### src/rtl/seq_mult_pkg.sv
`default_nettype none
// ============================================================================
// Package : seq_mult_pkg
// Brief   : Shared defaults and state encoding for the seq_mult issue block.
// Revision: 1.0 - initial release
// ============================================================================
package seq_mult_pkg;

    localparam int unsigned C_WIDTH   = 8;
    localparam int unsigned C_TIMEOUT = 32;

    localparam logic [1:0] C_ST_IDLE  = 2'd0;
    localparam logic [1:0] C_ST_START = 2'd1;
    localparam logic [1:0] C_ST_WAIT  = 2'd2;
    localparam logic [1:0] C_ST_HOLD  = 2'd3;

    typedef enum logic [1:0] {
        ST_IDLE  = C_ST_IDLE,
        ST_START = C_ST_START,
        ST_WAIT  = C_ST_WAIT,
        ST_HOLD  = C_ST_HOLD
    } state_e;

endpackage
`default_nettype wire

### src/rtl/seq_mult_fifo.sv
`default_nettype none
// ============================================================================
// Module  : seq_mult_fifo
// Brief   : Synchronous FIFO holding packed {a, b} operand pairs.
// Revision: 1.0 - initial release
// ============================================================================
module seq_mult_fifo
    import seq_mult_pkg::*;
#(
    parameter int unsigned WIDTH = C_WIDTH,
    parameter int unsigned DEPTH = 4
) (
    input  logic                   clk,
    input  logic                   reset,
    input  logic                   push,
    input  logic                   pop,
    input  logic [2*WIDTH-1:0]     din,
    output logic [2*WIDTH-1:0]     dout,
    output logic [$clog2(DEPTH):0] count
);

    localparam int unsigned C_AW = $clog2(DEPTH);

    logic [2*WIDTH-1:0] r_mem_q [DEPTH];
    logic [C_AW-1:0]    r_wptr_q, w_wptr_d;
    logic [C_AW-1:0]    r_rptr_q, w_rptr_d;
    logic [C_AW:0]      r_count_q, w_count_d;

    // Pointers are exactly C_AW bits wide, so they wrap mod DEPTH for free.
    always_comb begin
        w_wptr_d  = r_wptr_q;
        w_rptr_d  = r_rptr_q;
        w_count_d = r_count_q;
        if (push) w_wptr_d = r_wptr_q + 1'b1;
        if (pop)  w_rptr_d = r_rptr_q + 1'b1;
        case ({push, pop})
            2'b10:   w_count_d = r_count_q + 1'b1;
            2'b01:   w_count_d = r_count_q - 1'b1;
            default: w_count_d = r_count_q;
        endcase
    end

    always_ff @(posedge clk) begin
        if (reset) begin
            r_wptr_q  <= '0;
            r_rptr_q  <= '0;
            r_count_q <= '0;
        end else begin
            r_wptr_q  <= w_wptr_d;
            r_rptr_q  <= w_rptr_d;
            r_count_q <= w_count_d;
        end
    end

    always_ff @(posedge clk) begin
        if (push) r_mem_q[r_wptr_q] <= din;
    end

    assign dout  = r_mem_q[r_rptr_q];
    assign count = r_count_q;

endmodule
`default_nettype wire

### src/rtl/seq_mult_issue.sv
`default_nettype none
// ============================================================================
// Module  : seq_mult_issue
// Brief   : Buffers signed operand pairs, issues them one at a time to
//           seq_mult and returns each product with its operands, in order.
// Options : SEQ_MULT_TIMEOUT_EN adds a WAIT watchdog and the out_err port.
// Revision: 1.0 - initial release
// ============================================================================
module seq_mult_issue
    import seq_mult_pkg::*;
#(
    parameter int unsigned WIDTH   = C_WIDTH,
`ifdef SEQ_MULT_TIMEOUT_EN
    parameter int unsigned TIMEOUT = C_TIMEOUT,
`endif
    parameter int unsigned DEPTH   = 4
) (
    input  logic                 clk,
    input  logic                 reset,
    input  logic                 in_valid,
    output logic                 in_ready,
    input  logic [WIDTH-1:0]     in_a,
    input  logic [WIDTH-1:0]     in_b,
    output logic                 mult_start,
    output logic [WIDTH-1:0]     mult_a,
    output logic [WIDTH-1:0]     mult_b,
    input  logic [2*WIDTH-1:0]   mult_p,
    input  logic                 mult_rdy,
    output logic                 out_valid,
    input  logic                 out_ready,
    output logic [2*WIDTH-1:0]   out_p,
    output logic [WIDTH-1:0]     out_a,
    output logic [WIDTH-1:0]     out_b,
    output logic                 busy
`ifdef SEQ_MULT_TIMEOUT_EN
    ,
    output logic                 out_err
`endif
);

    localparam int unsigned C_CW = $clog2(DEPTH) + 1;

    logic [C_CW-1:0]    w_count;
    logic [2*WIDTH-1:0] w_fifo_dout;
    logic               w_push, w_pop;

    state_e             r_state_q, w_state_d;
    logic               r_mult_start_q, w_mult_start_d;
    logic [WIDTH-1:0]   r_mult_a_q, w_mult_a_d;
    logic [WIDTH-1:0]   r_mult_b_q, w_mult_b_d;
    logic               r_out_valid_q, w_out_valid_d;
    logic [2*WIDTH-1:0] r_out_p_q, w_out_p_d;
    logic [WIDTH-1:0]   r_out_a_q, w_out_a_d;
    logic [WIDTH-1:0]   r_out_b_q, w_out_b_d;
`ifdef SEQ_MULT_TIMEOUT_EN
    localparam int unsigned C_TW = $clog2(TIMEOUT + 1);
    logic [C_TW-1:0]    r_tmo_q, w_tmo_d;
    logic               r_out_err_q, w_out_err_d;
`endif

    // No push-through: a full FIFO refuses input even on a pop cycle.
    assign in_ready = (w_count < C_CW'(DEPTH));
    assign w_push   = in_valid & in_ready;

    seq_mult_fifo #(
        .WIDTH (WIDTH),
        .DEPTH (DEPTH)
    ) u_fifo (
        .clk   (clk),
        .reset (reset),
        .push  (w_push),
        .pop   (w_pop),
        .din   ({in_a, in_b}),
        .dout  (w_fifo_dout),
        .count (w_count)
    );

    always_comb begin
        w_state_d      = r_state_q;
        w_mult_start_d = r_mult_start_q;
        w_mult_a_d     = r_mult_a_q;
        w_mult_b_d     = r_mult_b_q;
        w_out_valid_d  = r_out_valid_q;
        w_out_p_d      = r_out_p_q;
        w_out_a_d      = r_out_a_q;
        w_out_b_d      = r_out_b_q;
        w_pop          = 1'b0;
`ifdef SEQ_MULT_TIMEOUT_EN
        w_tmo_d        = r_tmo_q;
        w_out_err_d    = r_out_err_q;
`endif
        case (r_state_q)
            ST_IDLE: begin
                if (w_count != '0) begin
                    w_pop          = 1'b1;
                    w_mult_a_d     = w_fifo_dout[2*WIDTH-1:WIDTH];
                    w_mult_b_d     = w_fifo_dout[WIDTH-1:0];
                    w_mult_start_d = 1'b1;
                    w_state_d      = ST_START;
                end
            end
            ST_START: begin
                w_mult_start_d = 1'b0;
                w_state_d      = ST_WAIT;
`ifdef SEQ_MULT_TIMEOUT_EN
                w_tmo_d        = '0;
`endif
            end
            ST_WAIT: begin
                // rdy is only trusted here; anything seen earlier is stale.
                if (mult_rdy) begin
                    w_out_p_d     = mult_p;
                    w_out_a_d     = r_mult_a_q;
                    w_out_b_d     = r_mult_b_q;
                    w_out_valid_d = 1'b1;
                    w_state_d     = ST_HOLD;
`ifdef SEQ_MULT_TIMEOUT_EN
                    w_out_err_d   = 1'b0;
                end else if (r_tmo_q == C_TW'(TIMEOUT - 1)) begin
                    w_out_p_d     = '0;
                    w_out_a_d     = r_mult_a_q;
                    w_out_b_d     = r_mult_b_q;
                    w_out_err_d   = 1'b1;
                    w_out_valid_d = 1'b1;
                    w_state_d     = ST_HOLD;
                end else begin
                    w_tmo_d       = r_tmo_q + 1'b1;
`endif
                end
            end
            ST_HOLD: begin
                if (out_ready) begin
                    w_out_valid_d = 1'b0;
                    w_state_d     = ST_IDLE;
                end
            end
            default: w_state_d = ST_IDLE;
        endcase
    end

    always_ff @(posedge clk) begin
        if (reset) begin
            r_state_q      <= ST_IDLE;
            r_mult_start_q <= 1'b0;
            r_mult_a_q     <= '0;
            r_mult_b_q     <= '0;
            r_out_valid_q  <= 1'b0;
            r_out_p_q      <= '0;
            r_out_a_q      <= '0;
            r_out_b_q      <= '0;
`ifdef SEQ_MULT_TIMEOUT_EN
            r_tmo_q        <= '0;
            r_out_err_q    <= 1'b0;
`endif
        end else begin
            r_state_q      <= w_state_d;
            r_mult_start_q <= w_mult_start_d;
            r_mult_a_q     <= w_mult_a_d;
            r_mult_b_q     <= w_mult_b_d;
            r_out_valid_q  <= w_out_valid_d;
            r_out_p_q      <= w_out_p_d;
            r_out_a_q      <= w_out_a_d;
            r_out_b_q      <= w_out_b_d;
`ifdef SEQ_MULT_TIMEOUT_EN
            r_tmo_q        <= w_tmo_d;
            r_out_err_q    <= w_out_err_d;
`endif
        end
    end

    assign mult_start = r_mult_start_q;
    assign mult_a     = r_mult_a_q;
    assign mult_b     = r_mult_b_q;
    assign out_valid  = r_out_valid_q;
    assign out_p      = r_out_p_q;
    assign out_a      = r_out_a_q;
    assign out_b      = r_out_b_q;
    assign busy       = (r_state_q != ST_IDLE) || (w_count != '0);
`ifdef SEQ_MULT_TIMEOUT_EN
    assign out_err    = r_out_err_q;
`endif

endmodule
`default_nettype wire

### config.mk
export PLATFORM = sky130hd
export DESIGN_NAME = seq_mult_issue
export DESIGN_NICKNAME = d
export VERILOG_FILES = /design/src/rtl/seq_mult_pkg.sv /design/src/rtl/seq_mult_fifo.sv /design/src/rtl/seq_mult_issue.sv
export SDC_FILE = /design/constraint.sdc
export NUM_CORES = 1
export LEC_CHECK = 0
export ABC_CLOCK_PERIOD_IN_PS = 3700
export BUFFER_PORTS_ARGS = -buffer_cell sky130_fd_sc_hd__buf_2
export CORE_ASPECT_RATIO = 1.5
export CORE_UTILIZATION = 35
export DETAILED_ROUTE_END_ITERATION = 10
export GPL_TIMING_DRIVEN = 1
export SLEW_MARGIN = 15
export SYNTH_ARGS = -nofsm -noshare
export SYNTH_HDL_FRONTEND = slang
export SYNTH_HIERARCHICAL = 1
export SYNTH_SLANG_ARGS = --single-unit
### constraint.sdc
create_clock -name clk -period 3.7 [get_ports clk]
set_clock_uncertainty 0.15 [all_clocks]
set_input_delay 0.185 -clock clk [delete_from_list [all_inputs] [get_ports clk]]
set_output_delay 0.185 -clock clk [all_outputs]
set_load 0.01 [all_outputs]
==> metrics.md, run 1 <==
| Metric | Value |
|---|---|
| Worst r2r dst | `u_fifo/count[2]$_SDFFE_PP0P_` |
| CTS tree | `built` |
| Max Slew Vio Count | `0` |
| Vias in the first global route | `3,098` |
| P&R area growth vs syn | `30.9%` |
| Placement Cell Area | `5220 um2` |
| Layout cell share with drive strength beyond 1 | `26.1%` |
| Design area | `6140 um2` |
| Largest net degree at the start of global routing | `62` |
| First-pass GRT wire length | `14,300 um` |
| Per-cell routed wire length | `13.9 um` |
| Hold Startpoint | `out_ready` |
| RSZ-0062 raised after global routing | `false` |
| Global placement routability congestion | `0.696` |
| Syn Std Cell Area | `4690 um2` |
| IO Pins | `89` |
| Total Wirelength | `9180 um` |
| Largest cells by area after synthesis | `edfxtp_1 (41%), dfxtp_1 (26%), nand2_1 (7.9%)` |
| Fill count | `1,185` |
| 1st-iter DRT viols | `102` |
| Global-route usage over all layers | `14.0%` |
| Final setup viols | `0` |
| # Max-Cap Violations | `0` |
| CP startpoint | `r_state_q[0]$_SDFFE_PP0P_` |
| Die height | `144 um` |
| Post-route ant nets | `0` |
| Final TNS setup | `0 ps` |
| Clock sinks | `125` |
| Final Hold Vio Count | `0` |
| Worst vdd ir | `275 uV` |
| Worst EP arrival | `2940 ps` |
| Htree depth | `4` |
| Register-to-Register Path Depth | `10` |
| Via/cell ratio | `4.67` |
| Fin nets | `536` |
| Syn_nets | `416` |
| Site row count | `51` |
| #FFs+latches synth | `125` |
| Count leader, synth | `nand2_1` |
| Post-cts sizing count | `0` |
| Root Driver | `clkbuf_16` |
| Antenna Cells | `0` |
| Hold path depth | `4` |
| Yosys cell types | `31` |
| Core Region | `13,000 um2` |
| Sequential area share after synthesis | `67.0%` |
| Average cell area after synthesis | `12.7 um2` |
| Pwr/cell area | `730 nW/um2` |
| DIE WIDTH | `96.5 um` |
| Final period utilization | `74.8%` |
| Max-slew headroom | `29.1%` |
| Commonest cells post-synth | `nand2_1 (99), edfxtp_1 (64), dfxtp_1 (61)` |
| Synth Instances | `369` |
| Fraction of registers with async set/reset | `0%` |
| Place WS | `929 ps` |
| Post-synth top area share | `41.0%` |
| Clk_lat worst skew | `400 ps` |
| Post-synth EDFFs | `64` |
| Dpl hpwl | `5850 um` |
| Slew @ Worst Pin | `1060 ps` |
| Setup WS post-layout | `931 ps` |
| Antenna violations before repair | `0` |
| Ys flop type | `edfxtp_1` |
| Vias | `3,081` |
| Drt drc | `0` |
| CP Max Fanout | `20` |
| Flop2flop setup slack | `930 ps` |
| Status | `finished, final reports clean` |
| WS Path Type | `flop to flop` |
| Worst hold path type | `input port to flop` |
| Critical Path RT | `3870 ps` |
| Worst r2r src | `r_state_q[0]$_SDFFE_PP0P_` |
| Area leader, netlist | `edfxtp_1` |
| CTS clock-pin slew for the worst setup and hold paths | `50 ps` |
| Initial DRT Pass Iterations | `4` |
| Post-CTS setup buffers | `0` |
| Remaining Overflow, GRT | `0` |
| Die area | `13,900 um2` |
| IO Port Bufs | `88` |
| Synth warn | `6` |
| Starting Density | `36.0%` |
| Min Clock Period, post-route | `2770 ps` |
| Critical Path Source Type | `flop` |
| Fmax | `361 MHz` |
| Worst hold path endpoint | `r_state_q[0]$_SDFFE_PP0P_` |
| Max Root-Sink Buffers | `2` |
| CP Capture Type | `flop` |
| Leak Pwr | `2.36 nW` |
| CTS Buf Count | `17` |
## worst max path at each step
| stage | end | slack (ps) | cells after the start |
|---|---|---|---|
| 2_1_floorplan | u_fifo/count[2]$_SDFFE_PP0P_ | 1280 | 11 |
| 3_3_place_gp | u_fifo/count[2]$_SDFFE_PP0P_ | 1060 | 10 |
| 3_5_place_dp | u_fifo/count[2]$_SDFFE_PP0P_ | 930 | 10 |
| 4_1_cts | u_fifo/count[2]$_SDFFE_PP0P_ | 910 | 10 |
| 5_1_grt | u_fifo/count[2]$_SDFFE_PP0P_ | 790 | 10 |
| 6_report | u_fifo/count[2]$_SDFFE_PP0P_ | 930 | 10 |
## what timing repair did
action                     in CTS  in global routing
hold buffers                   32                  0
setup endpoints to repair       0                  0
hold endpoints to repair       80                  0
## cells by family after synthesis
family	after synthesis	synth area share [%]
flops	125	67.0
simple gates	121	10.3
compound gates	59	6.88
buf+inv	31	3.44
mux	18	8.59
fa+ha+maj	10	2.83
xor+xnor	5	0.934
## cells in the final DEF, fill, tap and decap left out, types with 2 or more instances in the layout
cell	instances
nand2_1	99
buf_2	88
edfxtp_1	64
dfxtp_1	61
a21oi_1	52
dlygate4sd3_1	32
clkbuf_16	17
inv_1	10
nor2_1	10
mux4_2	10
ha_1	9
mux4_1	6
clkinv_2	5
bufinv_16	4
and2_1	4
nand2b_1	3
xor2_1	3
o21ai_0	2
mux2i_1	2
clkinvlp_4	2
xnor2_1	2
## area by class of cell
type                    instances  area [um2]  area share (%)
flip-flops and latches        125        3140            51.2
well taps                     159         199            3.24
inverters                      11        41.3           0.672
multi-input cells             213        1390            22.6
repair buffers                121         768            12.5
clock inverters                13         173            2.81
clock buffers                  18         429            6.99
## power breakdown
group,internal (W),switching (W)
clock,0.00111,0.000560
sequential,0.00168,0.000142
combinational,0.000411,0.000573
total,0.00321,0.00127
## critical path, cell delays in order, from the launching register on
cell	delay, ps
dfxtp_1	340
inv_1	90
ha_1	250
o31ai_4	200
inv_2	300
ha_1	250
inv_1	60
fa_1	370
xor2_1	180
or3_1	320
a21oi_1	160
## per-stage QoR
step	total power [W]	hold slack [ps]	std cells	utilization, %
5_1_grt	0.00472	49.1	660	47.2
4_1_cts	0.00453	6.46	660	47.2
3_5_place_dp	0.00282	256	597	40.1
6_report	0.00448	19.0	660	47.2
2_1_floorplan	0.00254	134	369	-
3_3_place_gp	0.00278	246	597	40.1
## sequential cells by signal, indices dropped and copies added, names as in the netlist, named ones only
signal           flops
u_fifo/r_mem_q      64
out_p               16
mult_a               8
mult_b               8
out_a                8
out_b                8
u_fifo/count         3
r_state_q            2
u_fifo/r_rptr_q      2
u_fifo/r_wptr_q      2
mult_start           1
out_valid            1
## layer usage
layer | up-vias | part of all wire (%) | global-route usage, %
met1 | 1446 | 41 | 14.9
met5 | - | 0 | 0
met2 | 91 | 50 | 24.0
met3 | 15 | 5.8 | 5.13
li1 | 1529 | - | -
met4 | 0 | 2.3 | 6.58
Note: power is estimated with default switching activity, not from simulation.
==> run 2: changes to the inputs <==
- ABC_CLOCK_PERIOD_IN_PS: 3700 -> 2400
- clock period: 3.7 -> 2.4 ns (I/O delays scaled with it)
==> metrics.md, run 2 (synthesis gave the netlist of run 1 again) <==
| Metric | Value |
|---|---|
| IO Pins | `89 (unchanged)` |
| P&R area growth vs syn | `34.5%` |
| Max-slew headroom | `66.1% (+37 points)` |
| Final TNS setup | `0 ps (unchanged)` |
| Largest net degree at the start of global routing | `33 (-47%)` |
| Per-cell routed wire length | `13.8 um (-0.41%)` |
| IO Port Bufs | `88 (unchanged)` |
| Switch Pwr | `0.00206 W (+61%)` |
| Comb pwr share | `23.2% (+1.2 points)` |
| CTS Buf Count | `17 (unchanged)` |
| 1st-iter DRT viols | `96 (-5.9%)` |
| Die area | `13,900 um2 (unchanged)` |
| Final setup viols | `0 (unchanged)` |
| Drt drc | `0 (unchanged)` |
| Htree depth | `4 (unchanged)` |
| Met1 usage | `14.8% (-0.11 points)` |
| Busiest grt layer | `met2` |
| Root Driver | `clkbuf_16` |
| Critical Path RT | `2580 ps (-1290 ps)` |
| Core Region | `13,000 um2 (unchanged)` |
| Clock power share | `37.8% (+0.4 points)` |
| Vias in the first global route | `3,131 (+1.1%)` |
| Commonest non-fill, non-tap cell in the layout | `nand2_1` |
| Worst hold path type | `input port to flop` |
| Final Hold Vio Count | `0 (unchanged)` |
| Worst vdd ir | `418 uV (+52%)` |
| DIE WIDTH | `96.5 um (unchanged)` |
| First-pass GRT wire length | `14,700 um (+2.9%)` |
| CTS clock-pin slew for the worst setup and hold paths | `60 ps (about the same)` |
| Initial DRT Pass Iterations | `4 (unchanged)` |
| Setup WS post-layout | `111 ps (-820 ps)` |
| Antenna violations before repair | `0 (unchanged)` |
| Largest Register | `u_fifo/r_mem_q` |
| CTS tree | `built` |
| Status | `finished, final reports clean` |
| Met2 GRT Util | `26.3% (+2.3 points)` |
| Place WS | `55.3 ps (-874 ps)` |
| # Max-Cap Violations | `0 (unchanged)` |
| Fin nets | `551 (+2.8%)` |
| Pwr/cell area | `1130 nW/um2 (+55%)` |
| Commonest non-fill, non-tap cells in the layout | `nand2_1 (99), buf_2 (88), edfxtp_1 (64)` |
| Fmax | `437 MHz (+21%)` |
| Max Slew Vio Count | `0 (unchanged)` |
| GRT met3 Usage | `5.24% (+0.11 points)` |
| Worst EP arrival | `2470 ps (-470 ps)` |
| Max Root-Sink Buffers | `2 (unchanged)` |
| WS Path Type | `flop to flop` |
| Vias | `3,096 (+0.49%)` |
| Critical Path Source Type | `flop` |
| CP Capture Type | `flop` |
| Via/cell ratio | `4.58 (-1.9%)` |
| Sw frac | `28.9% (+0.46 points)` |
| Leak Pwr | `2.44 nW (+3.5%)` |
| Site row count | `51 (unchanged)` |
| Int Pwr | `0.00506 W (+58%)` |
| Min Clock Period, post-route | `2290 ps (-480 ps)` |
| Max reg flops | `64 (unchanged)` |
| Die height | `144 um (unchanged)` |
| RSZ-0062 raised after global routing | `false` |
| Global-route usage over all layers | `14.6% (+0.58 points)` |
| Total Wirelength | `9360 um (+2.0%)` |
| Final period utilization | `95.4% (+21 points)` |
| Starting Density | `36.0% (unchanged)` |
| Clk_lat worst skew | `410 ps (about the same)` |
| Remaining Overflow, GRT | `0 (unchanged)` |
| CP Max Fanout | `4 (-80%)` |
| Post-CTS setup buffers | `0 (unchanged)` |
| Antenna Cells | `0 (unchanged)` |
| Layout cell share with drive strength beyond 1 | `28.8% (+2.7 points)` |
| Post-route ant nets | `0 (unchanged)` |
| Global placement routability congestion | `0.731 (+5.0%)` |
| Dpl hpwl | `6040 um (+3.3%)` |
| Slew @ Worst Pin | `509 ps (-552 ps)` |
| Clock sinks | `125 (unchanged)` |
| Register share of total power | `39.0% (-1.7 points)` |
-- run 2: changes by cell type in the layout (fill, tap and decap cells not counted), moves of 3 or more --
| cell | delta |
|---|---|
| inv_6 | +3 |
| dlygate4sd3_1 | +3 |
| buf_4 | +12 |
| clkinv_4 | +4 |
| clkinv_2 | -4 |
-- run 2: worst max-delay path, stage by stage, from the launching register on --
cell     delay (ps)
dfxtp_1         330
inv_1           120
ha_4            170
o31ai_4          70
inv_2            70
ha_1            180
inv_1            60
fa_1            380
xor2_1          190
or3_1           330
a21oi_2         160
-- run 2: per-stage QoR --
| stage | total power [W] | utilization [%] | instances | hold WS, ps | area, um2 |
|---|---|---|---|---|---|
| floorplan | 0.00392 | - | 369 | 68.9 | 4690 |
| global placement | 0.00435 | 40.8 | 609 | 181 | 5310 |
| detailed placement | 0.00442 | 40.8 | 609 | 185 | 5310 |
| CTS | 0.00719 | 48.4 | 676 | 66.5 | 6300 |
| global route | 0.00752 | 48.5 | 676 | 136 | 6310 |
| finish | 0.00712 | 48.5 | 676 | 75.9 | 6310 |
-- run 2: repair_timing --
action,in CTS,in global routing
gates resized for setup,0,4
endpoints found under the hold margin,84,0
setup endpoints to repair,0,1
hold buffers,35,0
-- run 2: path summary, 6_finish.rpt --
check                                 start                         endpoint  slack (ps)  depth (start not counted)
setup / recovery  r_state_q[1]$_SDFFE_PP0P_     u_fifo/count[2]$_SDFFE_PP0P_         110                         10
hold / removal                     in_valid  u_fifo/r_wptr_q[0]$_SDFFE_PP0P_          80                          4
setup reg to reg  r_state_q[1]$_SDFFE_PP0P_     u_fifo/count[2]$_SDFFE_PP0P_         110                         10
hold reg to reg       out_p[2]$_SDFFE_PP0P_            out_p[2]$_SDFFE_PP0P_         300                          2
-- run 2: area by class of cell --
type,count,area (um2)
clock buffer,17,425
sequential,125,3140
tap,159,199
timing repair buffer,136,888
clock inverter,15,210
inverter,11,41.3
multi-input combinational,213,1400
fill,1167,6710
-- run 2: power by group through the flow --
stage | registers, W | clock network [W] | logic, W
detailed placement | 0.00282 | 0 | 0.00160
finish | 0.00278 | 0.00269 | 0.00165
CTS | 0.00278 | 0.00276 | 0.00165
global placement | 0.00280 | 0 | 0.00155
floorplan | 0.00285 | 0 | 0.00107
global route | 0.00282 | 0.00286 | 0.00185
-- run 2: routing by layer --
metal  vias to the layer above  routed length [um]
met5                         -                   0
met4                         0                 157
met3                        10                 582
met2                        82                4920
met1                      1445                3700
li1                       1559                   -
==> run 3: changes to the inputs <==
- CORE_UTILIZATION: 35 -> 49
- PLACE_DENSITY: unset -> 0.75
==> metrics.md, run 3 (synthesis gave the netlist of run 1 again) <==
| Metric | Value |
|---|---|
| Largest Register | `u_fifo/r_mem_q` |
| Max Slew Vio Count | `0 (unchanged)` |
| Worst hold path type | `input port to flop` |
| Worst vdd ir | `766 uV (+83%)` |
| Global placement routability congestion | `0.789 (+7.9%)` |
| Non-Filler Instances | `643 (-4.9%)` |
| Place WS | `115 ps (+59.9 ps)` |
| Fmax | `438 MHz (+0.23%)` |
| Slew @ Worst Pin | `434 ps (-74.8 ps)` |
| Clock sinks | `125 (unchanged)` |
| Commonest non-fill, non-tap cells in the layout | `nand2_1 (99), buf_2 (88), edfxtp_1 (64)` |
| Leak Pwr | `2.55 nW (+4.3%)` |
| CTS clock-pin slew for the worst setup and hold paths | `50 ps (about the same)` |
| Finished Core Util | `69.2% (+21 points)` |
| First-pass GRT wire length | `14,600 um (-0.52%)` |
| # Max-Cap Violations | `0 (unchanged)` |
| Remaining Overflow, GRT | `0 (unchanged)` |
| Drt drc | `0 (unchanged)` |
| Clk_lat worst skew | `410 ps (about the same)` |
| Final setup viols | `0 (unchanged)` |
| Critical Path Source Type | `flop` |
| Die height | `122 um (-15%)` |
| IO Port Bufs | `88 (unchanged)` |
| Max reg flops | `64 (unchanged)` |
| Per-cell routed wire length | `14.8 um (+6.9%)` |
| Post-route ant nets | `0 (unchanged)` |
| CTS tree | `built` |
| Status | `finished, final reports clean` |
| Htree depth | `4 (unchanged)` |
| Dpl hpwl | `5920 um (-2.1%)` |
| WS Path Type | `flop to flop` |
| Site row count | `43 (-16%)` |
| Vias in the first global route | `3,197 (+2.1%)` |
| Final TNS setup | `0 ps (unchanged)` |
| Starting Density | `50.7% (+15 points)` |
| Via/cell ratio | `5.10 (+11%)` |
| DIE WIDTH | `81.9 um (-15%)` |
| Pwr/cell area | `1140 nW/um2 (+0.63%)` |
| Setup WS post-layout | `116 ps (+5.28 ps)` |
| Largest net degree at the start of global routing | `33 (unchanged)` |
| Worst EP arrival | `2470 ps (about the same)` |
| Post-CTS setup buffers | `0 (unchanged)` |
| Vias | `3,280 (+5.9%)` |
| Placed cell count | `563 (-7.6%)` |
| Max-slew headroom | `71.1% (+5.0 points)` |
| CP Max Fanout | `4 (unchanged)` |
| Max Root-Sink Buffers | `2 (unchanged)` |
| Core Region | `9250 um2 (-29%)` |
| Flop2flop setup slack | `120 ps (about the same)` |
| Commonest non-fill, non-tap cell in the layout | `nand2_1` |
| Power Total | `0.00727 W (+2.1%)` |
| IO Pins | `89 (unchanged)` |
| Fin nets | `565 (+2.5%)` |
| RSZ-0062 raised after global routing | `false` |
| Final period utilization | `95.2% (-0.22 points)` |
| Global-route usage over all layers | `20.3% (+5.7 points)` |
| 1st-iter DRT viols | `214 (+120%)` |
| Layout cell share with drive strength beyond 1 | `27.3% (-1.5 points)` |
| Die area | `9980 um2 (-28%)` |
| CP Capture Type | `flop` |
| Antenna violations before repair | `0 (unchanged)` |
| Min Clock Period, post-route | `2280 ps (-5.28 ps)` |
| Root Driver | `clkbuf_16` |
| Final Hold Vio Count | `0 (unchanged)` |
| P&R area growth vs syn | `36.5%` |
| Antenna Cells | `0 (unchanged)` |
| Initial DRT Pass Iterations | `4 (unchanged)` |
| Critical Path RT | `2580 ps (about the same)` |
| Total Wirelength | `9510 um (+1.7%)` |
| CTS Buf Count | `17 (unchanged)` |
[run 3: critical path, cell delays in order (launching register included)]
cell and delay [ps]:
dfxtp_1 340, inv_1 130, ha_4 180, o31ai_4 80, inv_2 60, ha_1 180
inv_1 70, fa_1 370, xor2_1 180, or3_1 310, a21oi_1 160
[run 3: final cells by class]
class / count / area [um2]
Sequential cell: 125 / 3140
Multi-Input combinational cell: 213 / 1400
Clock inverter: 12 / 218
Timing Repair Buffer: 150 / 1030
Clock buffer: 20 / 437
Inverter: 11 / 41.3
Tap cell: 112 / 140
Fill cell: 619 / 2850
[run 3: power by group]
group	internal (W)	switching, W
Combinational	0.000756	0.000950
Clock	0.00194	0.000855
Sequential	0.00259	0.000184
Total	0.00528	0.00199
[run 3: path summary, 6_finish.rpt]
kind / startpoint / depth (start not counted) / endpoint
max: r_state_q[1]$_SDFFE_PP0P_ / 10 / u_fifo/count[2]$_SDFFE_PP0P_
min: reset / 2 / out_p[6]$_SDFFE_PP0P_
max reg2reg: r_state_q[1]$_SDFFE_PP0P_ / 10 / u_fifo/count[2]$_SDFFE_PP0P_
min reg2reg: out_a[7]$_SDFFE_PP0P_ / 2 / out_a[7]$_SDFFE_PP0P_
[run 3: timing repair]
action                                  in CTS  in global routing
hold buffers                                48                  0
gates resized for setup                      0                  2
endpoints found under the setup margin       0                  1
hold endpoints to repair                    83                  0
[run 3: through the flow]
step / instance area [um2] / hold slack (ps)
2_1_floorplan: 4690 / 68.9
3_3_place_gp: 5260 / 181
3_5_place_dp: 5260 / 187
4_1_cts: 6390 / 8.76
5_1_grt: 6400 / 35.4
6_report: 6400 / 20.0
[run 3: metal layers]
layer | GRT usage [%] | up-vias | wire length [um]
met1 | 20.5 | 1559 | 3690
met2 | 36.1 | 120 | 5060
met4 | 9.32 | 0 | 193
li1 | - | 1581 | -
met5 | 0 | - | 0
met3 | 7.27 | 20 | 574
